--- config.mk ---
export PLATFORM = sky130hd
export DESIGN_NAME = mux_stream_arb
export DESIGN_NICKNAME = d
export VERILOG_FILES = /design/src/rtl/mux_pkg.sv /design/src/rtl/mux_out_reg.sv /design/src/rtl/mux_stream_arb.sv
export SDC_FILE = /design/constraint.sdc
export NUM_CORES = 1
export LEC_CHECK = 0
export CAP_MARGIN = 20
export CORE_UTILIZATION = 42
export CTS_CLUSTER_DIAMETER = 200
export DETAILED_ROUTE_END_ITERATION = 10
export GPL_ROUTABILITY_DRIVEN = 1
export PLACE_DENSITY_LB_ADDON = 0.2
export REMOVE_ABC_BUFFERS = 1
export SLEW_MARGIN = 20
export SYNTH_ARGS = -nofsm -noshare
export SYNTH_HDL_FRONTEND = slang
export SYNTH_SLANG_ARGS = --single-unit
--- constraint.sdc ---
create_clock -name clk -period 2.1 [get_ports clk]
set_input_delay 0.63 -clock clk [delete_from_list [all_inputs] [get_ports clk]]
set_output_delay 0.63 -clock clk [all_outputs]
set_load 0.03 [all_outputs]
--- src/rtl/mux_pkg.sv ---
// Shared types and constants for the 2:1 stream mux arbiter
// and the mux datapath it drives.
package mux_pkg;

  localparam int DATA_W = 8;

  typedef enum logic [1:0] {
    IDLE = 2'd0,
    OWN0 = 2'd1,
    OWN1 = 2'd2
  } arb_state_e;

endpackage

--- src/rtl/mux_out_reg.sv ---
// Single-entry registered output slot.
// Carries data, last and the owning channel select.
module mux_out_reg
  import mux_pkg::*;
#(
  parameter int WIDTH = DATA_W
) (
  input  logic             clk,
  input  logic             rst,
  input  logic             load,
  input  logic [WIDTH-1:0] din,
  input  logic             dlast,
  input  logic             dsel,
  input  logic             out_ready,
  output logic             space,
  output logic             out_valid,
  output logic [WIDTH-1:0] out_data,
  output logic             out_last,
  output logic             sel
);

  assign space = !out_valid || out_ready;

  always_ff @(posedge clk or posedge rst) begin
    if (rst) begin
      out_valid <= 1'b0;
      out_data  <= '0;
      out_last  <= 1'b0;
      sel       <= 1'b0;
    end else if (load) begin
      out_valid <= 1'b1;
      out_data  <= din;
      out_last  <= dlast;
      sel       <= dsel;
    end else if (out_ready) begin
      out_valid <= 1'b0;
    end
  end

endmodule

--- src/rtl/mux_stream_arb.sv ---
// Two-input round-robin packet arbiter feeding the 2:1 mux.
// Ownership is held from first beat to last beat.
module mux_stream_arb
  import mux_pkg::*;
#(
  parameter int WIDTH = DATA_W
) (
  input  logic             clk,
  input  logic             rst,
  input  logic             i0_valid,
  input  logic [WIDTH-1:0] i0_data,
  input  logic             i0_last,
  output logic             i0_ready,
  input  logic             i1_valid,
  input  logic [WIDTH-1:0] i1_data,
  input  logic             i1_last,
  output logic             i1_ready,
  output logic             sel,
  output logic             out_valid,
  output logic [WIDTH-1:0] out_data,
  output logic             out_last,
  input  logic             out_ready
);

  arb_state_e state;
  logic       prio;
  logic       space;
  logic       g0, g1;
  logic       x0, x1;
  logic       load;

  always_comb begin
    g0 = 1'b0;
    g1 = 1'b0;
    unique case (state)
      IDLE: begin
        if (i0_valid && i1_valid) begin
          g0 = !prio;
          g1 = prio;
        end else begin
          g0 = i0_valid;
          g1 = i1_valid;
        end
      end
      OWN0:    g0 = 1'b1;
      OWN1:    g1 = 1'b1;
      default: ;
    endcase
  end

  // valid never looks at ready, so the grant path forms no loop
  assign i0_ready = !rst && space && g0;
  assign i1_ready = !rst && space && g1;

  assign x0   = i0_valid && i0_ready;
  assign x1   = i1_valid && i1_ready;
  assign load = x0 || x1;

  always_ff @(posedge clk or posedge rst) begin
    if (rst) begin
      state <= IDLE;
      prio  <= 1'b0;
    end else begin
      unique case (state)
        IDLE: begin
          if (x0) begin
            if (i0_last) prio  <= 1'b1;
            else         state <= OWN0;
          end else if (x1) begin
            if (i1_last) prio  <= 1'b0;
            else         state <= OWN1;
          end
        end
        OWN0: begin
          if (x0 && i0_last) begin
            state <= IDLE;
            prio  <= 1'b1;
          end
        end
        OWN1: begin
          if (x1 && i1_last) begin
            state <= IDLE;
            prio  <= 1'b0;
          end
        end
        default: state <= IDLE;
      endcase
    end
  end

  mux_out_reg #(
    .WIDTH(WIDTH)
  ) u_out (
    .clk      (clk),
    .rst      (rst),
    .load     (load),
    .din      (x1 ? i1_data : i0_data),
    .dlast    (x1 ? i1_last : i0_last),
    .dsel     (x1),
    .out_ready(out_ready),
    .space    (space),
    .out_valid(out_valid),
    .out_data (out_data),
    .out_last (out_last),
    .sel      (sel)
  );

endmodule

Yosys cells after proc, flatten, opt, wreduce, memory -nomap -nowiden
Cells that the tools add are included.

Flip-flop bits (word level): 14. Output and inout bits: 13. Bits of input ports: 23. Logic and storage cells: 55.

Muxes and demuxes: 22. Reductions and logical operators: 18. Equality and inequality tests: 9.

Operators with widths (count): $mux 2 (6); $ne 3x3->1 const B (4); $mux 1 (11); $logic_and 1x1->1 (8); $mux 8 (1); $pmux 2 s3 (1); $reduce_and 6->1 (1); $reduce_and 5->1 (1); $ne 2x2->1 const B (2); $pmux 1 s2 (2); $logic_not 1->1 (3); $ne 3x2->1 const B (1); $pmux 1 s3 (1); $reduce_bool 3->1 (1); $eq 2x1->1 const B (1); $eq 2x2->1 const B (1); $logic_not 2->1 (1); $logic_or 1x1->1 (2); $reduce_bool 2->1 (1).

Depth between registers and ports, before layout
Gate-level depths: netlist of run 1.

Depth after elaboration: 8. Gate-level depth with buffers: 8. Gate-level depth less buffers: 6.

By module
A second synthesis of run 1 with hierarchy kept.

Cell total of the unflattened synthesis: 82. Area, all modules: 930.9 µm².

Modules (own cells, without submodules): mux_stream_arb (times used 1, sequential area each 75.1 µm², area an instance 481.7 µm², cells each 57); mux_out_reg (times used 1, sequential area each 275.3 µm², area an instance 449.2 µm², cells each 25).

Worst setup path after synthesis of run 1
OpenSTA, ideal clock, no wires.

Kind: input -> output. Start point: in rst. End point: out i0_ready. Required time: 1470 ps. Buffers on the path: 0. Cell stages on the path: 3. Data arrival time: 1512 ps. Slack: -42 ps. Cell sequence: inv_1 > nand2_1 > nor2_1.

Cells in the longest elaborated chain, start to end: 3.

Ends and longest elaborated chain: from (decl) (line mux_stream_arb.sv:9) `input logic rst,`; $logic_not 1->1 (no line); $logic_and 1x1->1 (2 in a row) (line mux_stream_arb.sv:52) `assign i0_ready = !rst && space && g0;`; to (decl) (line mux_stream_arb.sv:13) `output logic i0_ready,`.

Every way passes these cells.

Final worst setup path of run 1
Start point: in i1_valid. End point: out i0_ready.

Cells in the longest elaborated chain, start to end: 4.

Ends and longest elaborated chain: from (decl) (line mux_stream_arb.sv:14) `input logic i1_valid,`; $logic_and 1x1->1 (line mux_stream_arb.sv:37) `if (i0_valid && i1_valid) begin`; $mux 1 (line mux_stream_arb.sv:37); $pmux 1 s2 (line mux_stream_arb.sv:35) `unique case (state)`; $logic_and 1x1->1 (line mux_stream_arb.sv:52).

Every way passes these cells.

==> results of run 1 <==
-- power groups by stage --
stage / Sequential (mW) / Clock [mW] / Combinational (mW)
floorplan: 0.683 / 0 / 0.508
global placement: 0.474 / 0 / 1.19
detailed placement: 0.482 / 0 / 1.22
CTS: 0.479 / 0.157 / 1.24
global route: 0.498 / 0.169 / 1.42
finish: 0.482 / 0.152 / 1.31
-- routing by layer --
metal / up-vias / GRT usage / part of all wire
met2: 51 / 0.359 / 0.49
met1: 455 / 0.272 / 0.41
li1: 455 / - / -
met5: - / 0 / 0
met3: 6 / 0.0453 / 0.081
met4: 0 / 0.100 / 0.017
-- logic make-up after synthesis --
family | after synthesis | synth area share
buffers and inverters | 9 | 0.0498
AO/OA/AOI/OAI | 29 | 0.216
multiplexers | 10 | 0.114
AND/OR/NAND/NOR | 32 | 0.179
flip-flops | 14 | 0.398
adder cells (fa/ha/maj) | 3 | 0.0427
-- worst min path at each step --
stage,start,endpoint,cells after the start
after floorplan,state[1],state[1],1
after global placement,u_out.sel,u_out.sel,1
after detailed placement,u_out.sel,u_out.sel,1
after CTS,u_out.sel,u_out.sel,1
after global routing,u_out.sel,u_out.sel,1
final,u_out.sel,u_out.sel,1
-- cells in the mapped netlist --
library cell	count	area share
o21ba_2	1	0.011
o21ai_2	1	0.010
nor2_1	4	0.017
o311ai_0	1	0.010
nand2_2	1	0.0071
or4_1	1	0.0085
mux2i_1	10	0.11
nor4_1	1	0.0071
o211ai_1	2	0.017
nor3_1	1	0.0057
nand2_1	14	0.060
clkbuf_1	2	0.0085
a22oi_1	2	0.017
inv_1	4	0.017
a21o_1	1	0.0085
and2_1	2	0.014
a31oi_1	1	0.0071
o21ai_0	9	0.051
dfrtp_1	14	0.40
ha_1	3	0.043
buf_2	2	0.011
nand2b_1	1	0.0071
a32o_1	1	0.011
nor2b_1	2	0.014
or2b_4	1	0.013
buf_6	1	0.013
o22ai_1	2	0.014
nand3_1	3	0.017
o221ai_1	2	0.020
a32oi_1	1	0.010
a21oi_1	5	0.028
and2b_1	1	0.0085
-- stage by stage --
step | instances | hold slack (ns) | setup WS, ns
detailed placement | 169 | 0.469 | -0.253
global route | 174 | 0.517 | -0.0640
global placement | 169 | 0.463 | -0.211
CTS | 173 | 0.487 | 0.00266
floorplan | 92 | 0.491 | -0.0422
finish | 174 | 0.484 | 0.0265
-- cell type report --
type                       instances  share of cell area
clock buffer                       3              0.0158
inverter                           4              0.0106
multi-input combinational         74               0.365
sequential                        14               0.246
tap                               27              0.0238
timing repair buffer              52               0.338
-- sequential cells by signal, indices dropped and copies added (netlist names) --
signal           count
prio                 1
state                2
u_out.out_data       8
u_out.out_last       1
u_out.out_valid      1
u_out.sel            1
-- critical path, cell delays in order --
cell,delay (ns)
dlygate4sd2_1,0.25
nand2_1,0.09
and2_4,0.15
a21oi_2,0.05
nor2_1,0.11
buf_4,0.17
-- what timing repair did --
| action | in CTS | in global routing |
|---|---|---|
| pin swaps | 2 | 2 |
| hold buffers | 0 | 0 |
| buffers inserted | 1 | 1 |
| gates cloned | 0 | 0 |
| gates resized for setup | 8 | 6 |
| setup endpoints to repair | 2 | 2 |
==> results by group, run 1 <==
STA
  • Crit share post-route: 0.987
  • Final setup fails: 0
  • Slew @ Worst Pin: 0.328 ns
  • RSZ-0062 raised after global routing: true
  • Achievable Freq: about 0.48 GHz
  • Final Hold Vio Count: 0
  • Max-slew headroom: 0.779
  • Max-slew violations: 0
  • Setup TNS: 0 ns
  • Clock skew: 0.00505 ns
  • Min Clock Period, post-route: 2.07 ns

Global routing
  • GRT Total Usage: 0.218
  • Vias in the first global route: 844
  • Overflow after GRT: 0
  • Initial antenna violation count: 0
  • Pin count of the biggest net entering global routing: 19
  • First-pass GRT wire length: approximately 3400 um

Floorplanning
  • Die Height: between 40 and 50 um
  • Initial Util: 0.448
  • Chip width: 47.8 um
  • I/O pin total: 36
  • Die ar.: 2280 sq um
  • Core Region: 1960 sq um
  • Rows: 16

Status
  • Run status: finished, final reports clean

CTS
  • Maximum clock path buffer count: 2
  • Clock Pin Slew Worst Setup and Hold Paths: ~0.080 ns
  • CTS Sinks: 14
  • TritonCTS clock tree: yes
  • CTS root buffer: clkbuf_4
  • Clock Latency Late Sink: between 0.2 and 0.3 ns
  • Total CTS buffers: 3
  • H-tree Lvls: 1

Synth
  • Syn Std Cell Area: 880 sq um
  • #FFs+latches synth: 14
  • Syn avg cell area: 9.07 sq um
  • Seq/Total Area, Yosys: 0.398
  • Yosys cell types: 32
  • Synth Instances: 97
  • Yosys warnings: 0

Drt
  • First-pass DRT Iterations: 4
  • Antenna viol nets, final: 0
  • Total routed wirelength: about 2300 um
  • DRT iter0 DRCs: 38
  • Vias per cell: 5.56
  • Drt drc: 0
  • Post-DR wirelength/cell: 13.4 um
  • DR vias: 967

Setup path
  • Kind of end point of the critical path: output port
  • Peak fanout along the critical path: 2
  • Worst setup SP type: primary input
  • RR Endpoint: prio
  • Reg-to-Reg Start: state[1]
  • Reg2reg setup slack: 0.42 ns
  • Critical path arrival: approximately 1.4 ns
  • CP startpoint: i1_valid
  • Worst-case reg-to-reg path depth: 7
  • Setup CP Type: primary input to output port
  • Setup crit end: i0_ready
  • Worst Path Required: 1.47 ns

Placed design
  • PortBufs: 35
  • Placement Cell Area: approximately 1400 sq um
  • Post-DP HPWL: 1710 um
  • Final Wtd Congestion: 0.927

Power
  • Cell internal pwr: approximately 1.1 mW
  • Sw Ratio: 0.437
  • Static Leakage: 0.648 nW
  • Combinational share of power: 0.675
  • VDD IR max: 0.852 mV
  • P_sw: 0.851 mW
  • Clock power share: 0.078
  • Overall Power: 1.95 mW
  • Pwr per Cell Area: 1370 nW/um^2
  • Seq pwr share: 0.247

Cells and area
  • Final Util: 0.724
  • Layout cell share with drive strength beyond 1: 0.231
  • Commonest non-fill, non-tap cell in the layout: clkdlybuf4s50_1
  • Layout Nets: about 180
  • Register Area: approximately 350 sq um
  • Multi-input logic area: 519 sq um
  • # diodes: 0
  • Cell area after layout: 1420 sq um
  • Most frequent cells in the layout: 29 x clkdlybuf4s50_1, 18 x buf_4, 14 x dfrtp_1, 13 x nand2_1, 10 x mux2i_1
  • Area delta synth->final: 61.6%
  • Fillers: 161

Flow run
  • Count of max-cap constraint violations: 0

Hold path
  • Hold crit path type: flop to flop
Note: power is estimated with default switching activity, not from simulation.
==> inputs of run 2 (changes only) <==
--- a/config.mk
+++ b/config.mk
@@ -9,7 +9,6 @@
 export CORE_UTILIZATION = 42
 export CTS_CLUSTER_DIAMETER = 200
 export DETAILED_ROUTE_END_ITERATION = 10
-export GPL_ROUTABILITY_DRIVEN = 1
 export PLACE_DENSITY_LB_ADDON = 0.2
 export REMOVE_ABC_BUFFERS = 1
 export SLEW_MARGIN = 20
==> constraint.sdc (replaced) <==
create_clock -name clk -period 2.1 [get_ports clk]
set_input_delay 0.21 -clock clk [delete_from_list [all_inputs] [get_ports clk]]
set_output_delay 0.21 -clock clk [all_outputs]
set_load 0.03 [all_outputs]
==> results by group, run 2 (synthesis gave the netlist of run 1 again) <==
Setup path
  • Max stage delay on crit path: 0.40 ns (+0.15 ns)
  • Reg-to-Reg Start: state[1]
  • RR Endpoint: state[0]
  • Critical path arrival: 1.64 ns (+0.20 ns)
  • Setup crit end: i0_ready
  • Kind of end point of the critical path: output port
  • Worst Path Required: 1.89 ns (+0.42 ns)
  • Worst-case reg-to-reg path depth: 5 (-2)
  • Reg2reg setup slack: 0.26 ns (-0.16 ns)
  • Setup CP Type: flop to output port
  • CP Cell Sequence: inv_1 -> ha_2 -> and2_1 -> a21oi_1 -> nor2_1 -> buf_4
  • Worst setup SP type: flop
  • Peak fanout along the critical path: 12 (+10)
  • CP max stage cell: dfrtp_1
  • CP startpoint: state[0]

Floorplanning
  • Initial Util: 0.448 (unchanged)
  • Die Height: 47.8 um (unchanged)
  • Core Region: 1960 sq um (unchanged)
  • I/O pin total: 36 (unchanged)
  • Die ar.: 2280 sq um (unchanged)
  • Chip width: 47.8 um (unchanged)
  • Rows: 16 (unchanged)

STA
  • Max-slew violations: 0 (unchanged)
  • Slew @ Worst Pin: 0.438 ns (+0.110 ns)
  • Achievable Freq: 0.540 GHz (+12%)
  • RSZ-0062 raised after global routing: false
  • Min Clock Period, post-route: 1.85 ns (-0.223 ns)
  • Final setup fails: 0 (unchanged)
  • Max-slew headroom: 0.707 (-0.0718)
  • Final Hold Vio Count: 0 (unchanged)
  • Crit share post-route: 0.881 (-0.106)
  • Setup TNS: 0 ns (unchanged)
  • Clock skew: 0.00452 ns (-0.000528 ns)

Cells and area
  • Most frequent cells in the layout: 33 x clkdlybuf4s50_1, 14 x nand2_1, 14 x dfrtp_1, 10 x mux2i_1, 9 x o21ai_0
  • Area delta synth->final: 46.8%
  • Top Registers: u_out.out_data (8), state (2)
  • Layout Nets: 161 (-8.0%)
  • Layout cell share with drive strength beyond 1: 0.104 (-0.127)
  • Largest reg by FF count: u_out.out_data
  • Commonest non-fill, non-tap cell in the layout: clkdlybuf4s50_1
  • Max reg flops: 8 (unchanged)
  • # diodes: 0 (unchanged)
  • Cell area after layout: 1290 sq um (-9.2%)

Power
  • Static Leakage: 0.574 nW (-11%)
  • Pwr per Cell Area: 1380 nW/um^2 (+0.86%)
  • VDD IR max: 0.939 mV (+10%)

Drt
  • Antenna viol nets, final: 0 (unchanged)
  • DR vias: 858 (-11%)
  • Post-DR wirelength/cell: 13.3 um (-0.72%)
  • First-pass DRT Iterations: 4 (unchanged)
  • Total routed wirelength: 2140 um (-8.1%)
  • Vias per cell: 5.33 (-4.1%)
  • DRT iter0 DRCs: 11 (-71%)
  • Drt drc: 0 (unchanged)

CTS
  • TritonCTS clock tree: yes
  • CTS Sinks: 14 (unchanged)
  • Maximum clock path buffer count: 2 (unchanged)
  • H-tree Lvls: 1 (unchanged)
  • Clock Pin Slew Worst Setup and Hold Paths: 0.09 ns (about the same)
  • CTS root buffer: clkbuf_4
  • Clock Latency Late Sink: 0.28 ns (about the same)
  • Post-CTS Setup Repair Bufs: 0 (-1)
  • Total CTS buffers: 3 (unchanged)
  • Resize count post-CTS: 0 (-8)
  • # hold bufs at CTS: 0 (unchanged)

Flow run
  • Count of max-cap constraint violations: 0 (unchanged)

Placed design
  • Final Wtd Congestion: 0.906 (-2.3%)
  • Placement Cell Area: 1250 sq um (-7.6%)
  • PortBufs: 35 (unchanged)
  • Post-DP HPWL: 1620 um (-5.1%)

Status
  • Run status: finished, final reports clean

Global routing
  • Overflow after GRT: 0 (unchanged)
  • First-pass GRT wire length: 3420 um (-0.20%)
  • Pin count of the biggest net entering global routing: 19 (unchanged)
  • Vias in the first global route: 796 (-5.7%)
  • Initial antenna violation count: 0 (unchanged)
  • GRT Total Usage: 0.216 (-0.00184)

Hold path
  • Hold crit path type: primary input to async pin
[run 2: report_power, final]
group          internal (mW)  switching (mW)  total, mW  leakage, nW
logic                  0.491           0.624       1.12        0.380
registers              0.400          0.0745      0.475        0.173
clock network          0.105          0.0897      0.195       0.0210
total                  0.997           0.788       1.79        0.574
[run 2: through the flow]
step,setup WS [ns],hold slack [ns],utilization,total power [mW],instances
2_1_floorplan,0.286,0.107,-,1.19,92
3_3_place_gp,0.250,0.470,0.638,1.57,157
3_5_place_dp,0.208,0.474,0.638,1.59,157
4_1_cts,0.138,0.327,0.657,1.79,161
5_1_grt,0.0397,0.367,0.658,1.93,161
6_report,0.249,0.329,0.658,1.79,161
[run 2: critical path: cells and delay by family, from the launching register on]
| family | cells | cell delay [ns] |
|---|---|---|
| AO/OA/AOI/OAI | 1 | 0.08 |
| AND/OR/NAND/NOR | 2 | 0.31 |
| buffers and inverters | 2 | 0.26 |
| adder cells (fa/ha/maj) | 1 | 0.31 |
| flip-flops | 1 | 0.40 |
[run 2: area by class of cell]
class | instances | area (sq um)
fillers | 185 | 671
multi-input cells | 74 | 488
repair buffers | 38 | 368
flip-flops and latches | 14 | 350
clock buffers | 4 | 36.3
well taps | 27 | 33.8
inverters | 4 | 15.0
[run 2: how the worst min path moves through the flow]
stage | from | end | slack, ns | depth (start not counted)
after global routing | rst | prio | 0.37 | 3
after floorplan | rst | prio | 0.11 | 1
after global placement | u_out.sel | u_out.sel | 0.47 | 1
final | rst | prio | 0.33 | 3
after detailed placement | u_out.sel | u_out.sel | 0.47 | 1
after CTS | rst | prio | 0.33 | 3
[run 2: metal layers]
metal	vias to the layer above	global-route usage	share of wire
met4	0	0.0667	0.0065
met2	31	0.368	0.52
met3	4	0.0377	0.048
met1	399	0.279	0.43
met5	-	0	0
li1	424	-	-
==> inputs of run 3 (changes only) <==
--- a/config.mk
+++ b/config.mk
@@ -6,12 +6,13 @@
 export NUM_CORES = 1
 export LEC_CHECK = 0
 export CAP_MARGIN = 20
-export CORE_UTILIZATION = 42
+export CORE_UTILIZATION = 43
 export CTS_CLUSTER_DIAMETER = 200
 export DETAILED_ROUTE_END_ITERATION = 10
-export PLACE_DENSITY_LB_ADDON = 0.2
+export PLACE_DENSITY_LB_ADDON = 0.08
 export REMOVE_ABC_BUFFERS = 1
 export SLEW_MARGIN = 20
 export SYNTH_ARGS = -nofsm -noshare
 export SYNTH_HDL_FRONTEND = slang
+export SYNTH_HIERARCHICAL = 1
 export SYNTH_SLANG_ARGS = --single-unit
==> results by group, run 3 <==
Status
  • Run status: finished, final reports clean

CTS
  • Maximum clock path buffer count: 2 (unchanged)
  • CTS root buffer: clkbuf_4
  • # hold bufs at CTS: 0 (unchanged)
  • TritonCTS clock tree: yes
  • CTS Sinks: 14 (unchanged)
  • Total CTS buffers: 3 (unchanged)
  • Clock Latency Late Sink: 0.28 ns (about the same)
  • H-tree Lvls: 1 (unchanged)
  • Clock Pin Slew Worst Setup and Hold Paths: 0.09 ns (about the same)

Power
  • Clock power share: 0.096 (-0.013)
  • Cell internal pwr: 1.20 mW (+21%)
  • Static Leakage: 0.627 nW (+9.3%)
  • VDD IR max: 0.849 mV (-9.6%)
  • Combinational share of power: 0.670 (+0.045)
  • Sw Ratio: 0.411 (-0.0302)
  • Overall Power: 2.05 mW (+15%)
  • P_sw: 0.842 mW (+6.8%)
  • Pwr per Cell Area: 1430 nW/um^2 (+3.6%)
  • Seq pwr share: 0.235 (-0.031)

Hold path
  • Hold crit path type: primary input to async pin

STA
  • Max-slew violations: 0 (unchanged)
  • Achievable Freq: 0.502 GHz (-7.1%)
  • Post-route setup slack: 0.109 ns (-0.141 ns)
  • Final Hold Vio Count: 0 (unchanged)
  • Clock skew: 0.00366 ns (-0.000859 ns)
  • Final setup fails: 0 (unchanged)
  • Slew @ Worst Pin: 0.534 ns (+0.0965 ns)
  • Max-slew headroom: 0.644 (-0.0630)
  • Min Clock Period, post-route: 1.99 ns (+0.141 ns)
  • Crit share post-route: 0.948 (+0.0670)

Drt
  • Post-DR wirelength/cell: 14.5 um (+8.8%)
  • DRT iter0 DRCs: 21 (+10)
  • Total routed wirelength: 2280 um (+6.1%)
  • Vias per cell: 5.19 (-2.6%)
  • DR vias: 815 (-5.0%)
  • Drt drc: 0 (unchanged)
  • Antenna viol nets, final: 0 (unchanged)
  • First-pass DRT Iterations: 4 (unchanged)

Floorplanning
  • Die ar.: 2360 sq um (+3.2%)
  • Rows: 16 (unchanged)
  • Die Height: 48.5 um (+1.6%)
  • Core Region: 2000 sq um (+2.0%)
  • I/O pin total: 36 (unchanged)
  • Initial Util: 0.465 (+0.0167)
  • Chip width: 48.5 um (+1.6%)

Synth
  • Cell taking the most area after synthesis: dfrtp_1
  • Syn avg cell area: 11.4 sq um (+25%)
  • Synth Instances: 82 (-15%)
  • Post-synth EDFFs: 0 (unchanged)
  • Yosys warnings: 6 (+6)
  • #FFs+latches synth: 14 (unchanged)
  • Count leader, synth: dfrtp_1
  • Syn Std Cell Area: 931 sq um (+5.8%)
  • Top post-synthesis cells by area: dfrtp_1 38%, mux2_4 15%, mux2_2 12%, ha_1 4.0%, inv_1 2.4%
  • Post-synth top area share: 0.376 (-0.0219)
  • Asr flop ratio synth: 1.00 (unchanged)
  • Most used DFF post-synth: dfrtp_1
  • Most frequent cells after synthesis: 14 x dfrtp_1, 10 x mux2_2, 9 x mux2_4
  • Seq/Total Area, Yosys: 0.376 (-0.0219)
  • Yosys cell types: 28 (-13%)

Setup path
  • Max stage delay on crit path: 0.40 ns (about the same)
  • Worst Path Required: 2.27 ns (+0.38 ns)
  • Setup CP Type: flop to flop
  • CP Cell Sequence: inv_1 -> ha_2 -> inv_1 -> a21oi_2 -> o211a_1 -> buf_12 -> mux2_2 -> mux2_4
  • CP startpoint: state[0]
  • CP Buf/Inv Count: 3 (+1)
  • Kind of end point of the critical path: flop
  • Worst setup SP type: flop
  • CP most frequent cell: inv_1
  • CP max stage cell: dfrtp_1
  • Critical path arrival: 2.16 ns (+0.52 ns)
  • Reg-to-Reg Start: state[0]
  • CP top delay family: multiplexers
  • Peak fanout along the critical path: 10 (-2)

Cells and area
  • Top Registers: u_out/out_data (8), state (2)
  • Area delta synth->final: 53.4%
  • # diodes: 0 (unchanged)
  • Commonest non-fill, non-tap cell in the layout: clkdlybuf4s50_1
  • Multi-input logic area: 546 sq um (+12%)
  • Final Util: 0.713 (+0.0550)
  • Layout cell share with drive strength beyond 1: 0.308 (+0.203)
  • Fillers: 155 (-16%)
  • Register Area: 350 sq um (unchanged)
  • Cell area after layout: 1430 sq um (+11%)
  • Layout Nets: 157 (-2.5%)
  • Max reg flops: 8 (unchanged)
  • Largest reg by FF count: u_out/out_data
  • Most frequent cells in the layout: 33 x clkdlybuf4s50_1, 14 x dfrtp_1, 10 x mux2_2, 10 x buf_4, 9 x mux2_4
  • Post-route non-filler standard cell count: 157 (-2.5%)

Global routing
  • Pin count of the biggest net entering global routing: 12 (-7)
  • GRT Total Usage: 0.210 (-0.00604)
  • Overflow after GRT: 0 (unchanged)
  • Vias in the first global route: 888 (+12%)
  • Initial antenna violation count: 0 (unchanged)
  • First-pass GRT wire length: 3820 um (+12%)

Placed design
  • Pre-CTS WS: 0.0129 ns (-0.195 ns)
  • Placed insts: 150 (-4.5%)
  • PortBufs: 35 (unchanged)
  • Final Wtd Congestion: 0.909 (+0.40%)
  • Placement Cell Area: 1370 sq um (+9.3%)
  • Post-DP HPWL: 1740 um (+7.4%)

Flow run
  • Count of max-cap constraint violations: 0 (unchanged)
==> run 3: metrics by stage <==
step	TNS (ns)	hold slack, ns
after floorplan	-1.59	-0.0364
after global placement	0	0.496
after detailed placement	0	0.494
after CTS	0	0.201
after global routing	-0.0114	0.215
final	0	0.208
==> run 3: final cells by class <==
cell class / instances / share of cell area
Multi-Input combinational cell: 60 / 0.382
Timing Repair Buffer: 46 / 0.308
Sequential cell: 14 / 0.245
Clock buffer: 4 / 0.0254
Tap cell: 27 / 0.0237
Inverter: 6 / 0.0158
==> run 3: metal layers <==
layer | global-route usage | vias up | part of all wire
met2 | 0.371 | 30 | 0.50
li1 | - | 397 | -
met1 | 0.263 | 388 | 0.44
met4 | 0.0441 | 0 | 0
met3 | 0.0440 | 0 | 0.063
met5 | 0 | - | 0
==> run 3: power by group through the flow <==
stage          Clock [mW]  Combinational [mW]  Sequential [mW]
2_1_floorplan           0               0.655            0.681
5_1_grt             0.217                1.47            0.504
4_1_cts             0.204                1.31            0.483
6_report            0.196                1.37            0.480
3_5_place_dp            0                1.32            0.484
3_3_place_gp            0                1.29            0.482
==> run 3: kinds of logic (layout without fill, tap and decap cells) <==
logic type / count (synthesis) / after routing / synth area share
AO/OA/AOI/OAI: 22 / 22 / 0.180
buffers and inverters: 8 / 56 / 0.0444
AND/OR/NAND/NOR: 16 / 16 / 0.0927
flip-flops: 14 / 14 / 0.376
adder cells (fa/ha/maj): 3 / 3 / 0.0403
multiplexers: 19 / 19 / 0.266
==> run 3: what timing repair did <==
action	4_1_cts	5_1_grt
endpoints found under the setup margin	2	12
pin swaps	0	1
endpoints found under the hold margin	0	0
gates resized for setup	2	4
buffers inserted	0	3
==> run 3: final timing paths <==
check	end	slack (ns)	depth (start not counted)
max in group asynchronous	u_out/out_data[6]	1.48	2
min in group clk	u_out/out_data[4]	0.52	1
max	u_out/out_data[4]	0.11	8
max reg2reg	u_out/out_data[4]	0.11	8
min	prio	0.21	2
min reg2reg	u_out/out_data[4]	0.52	1
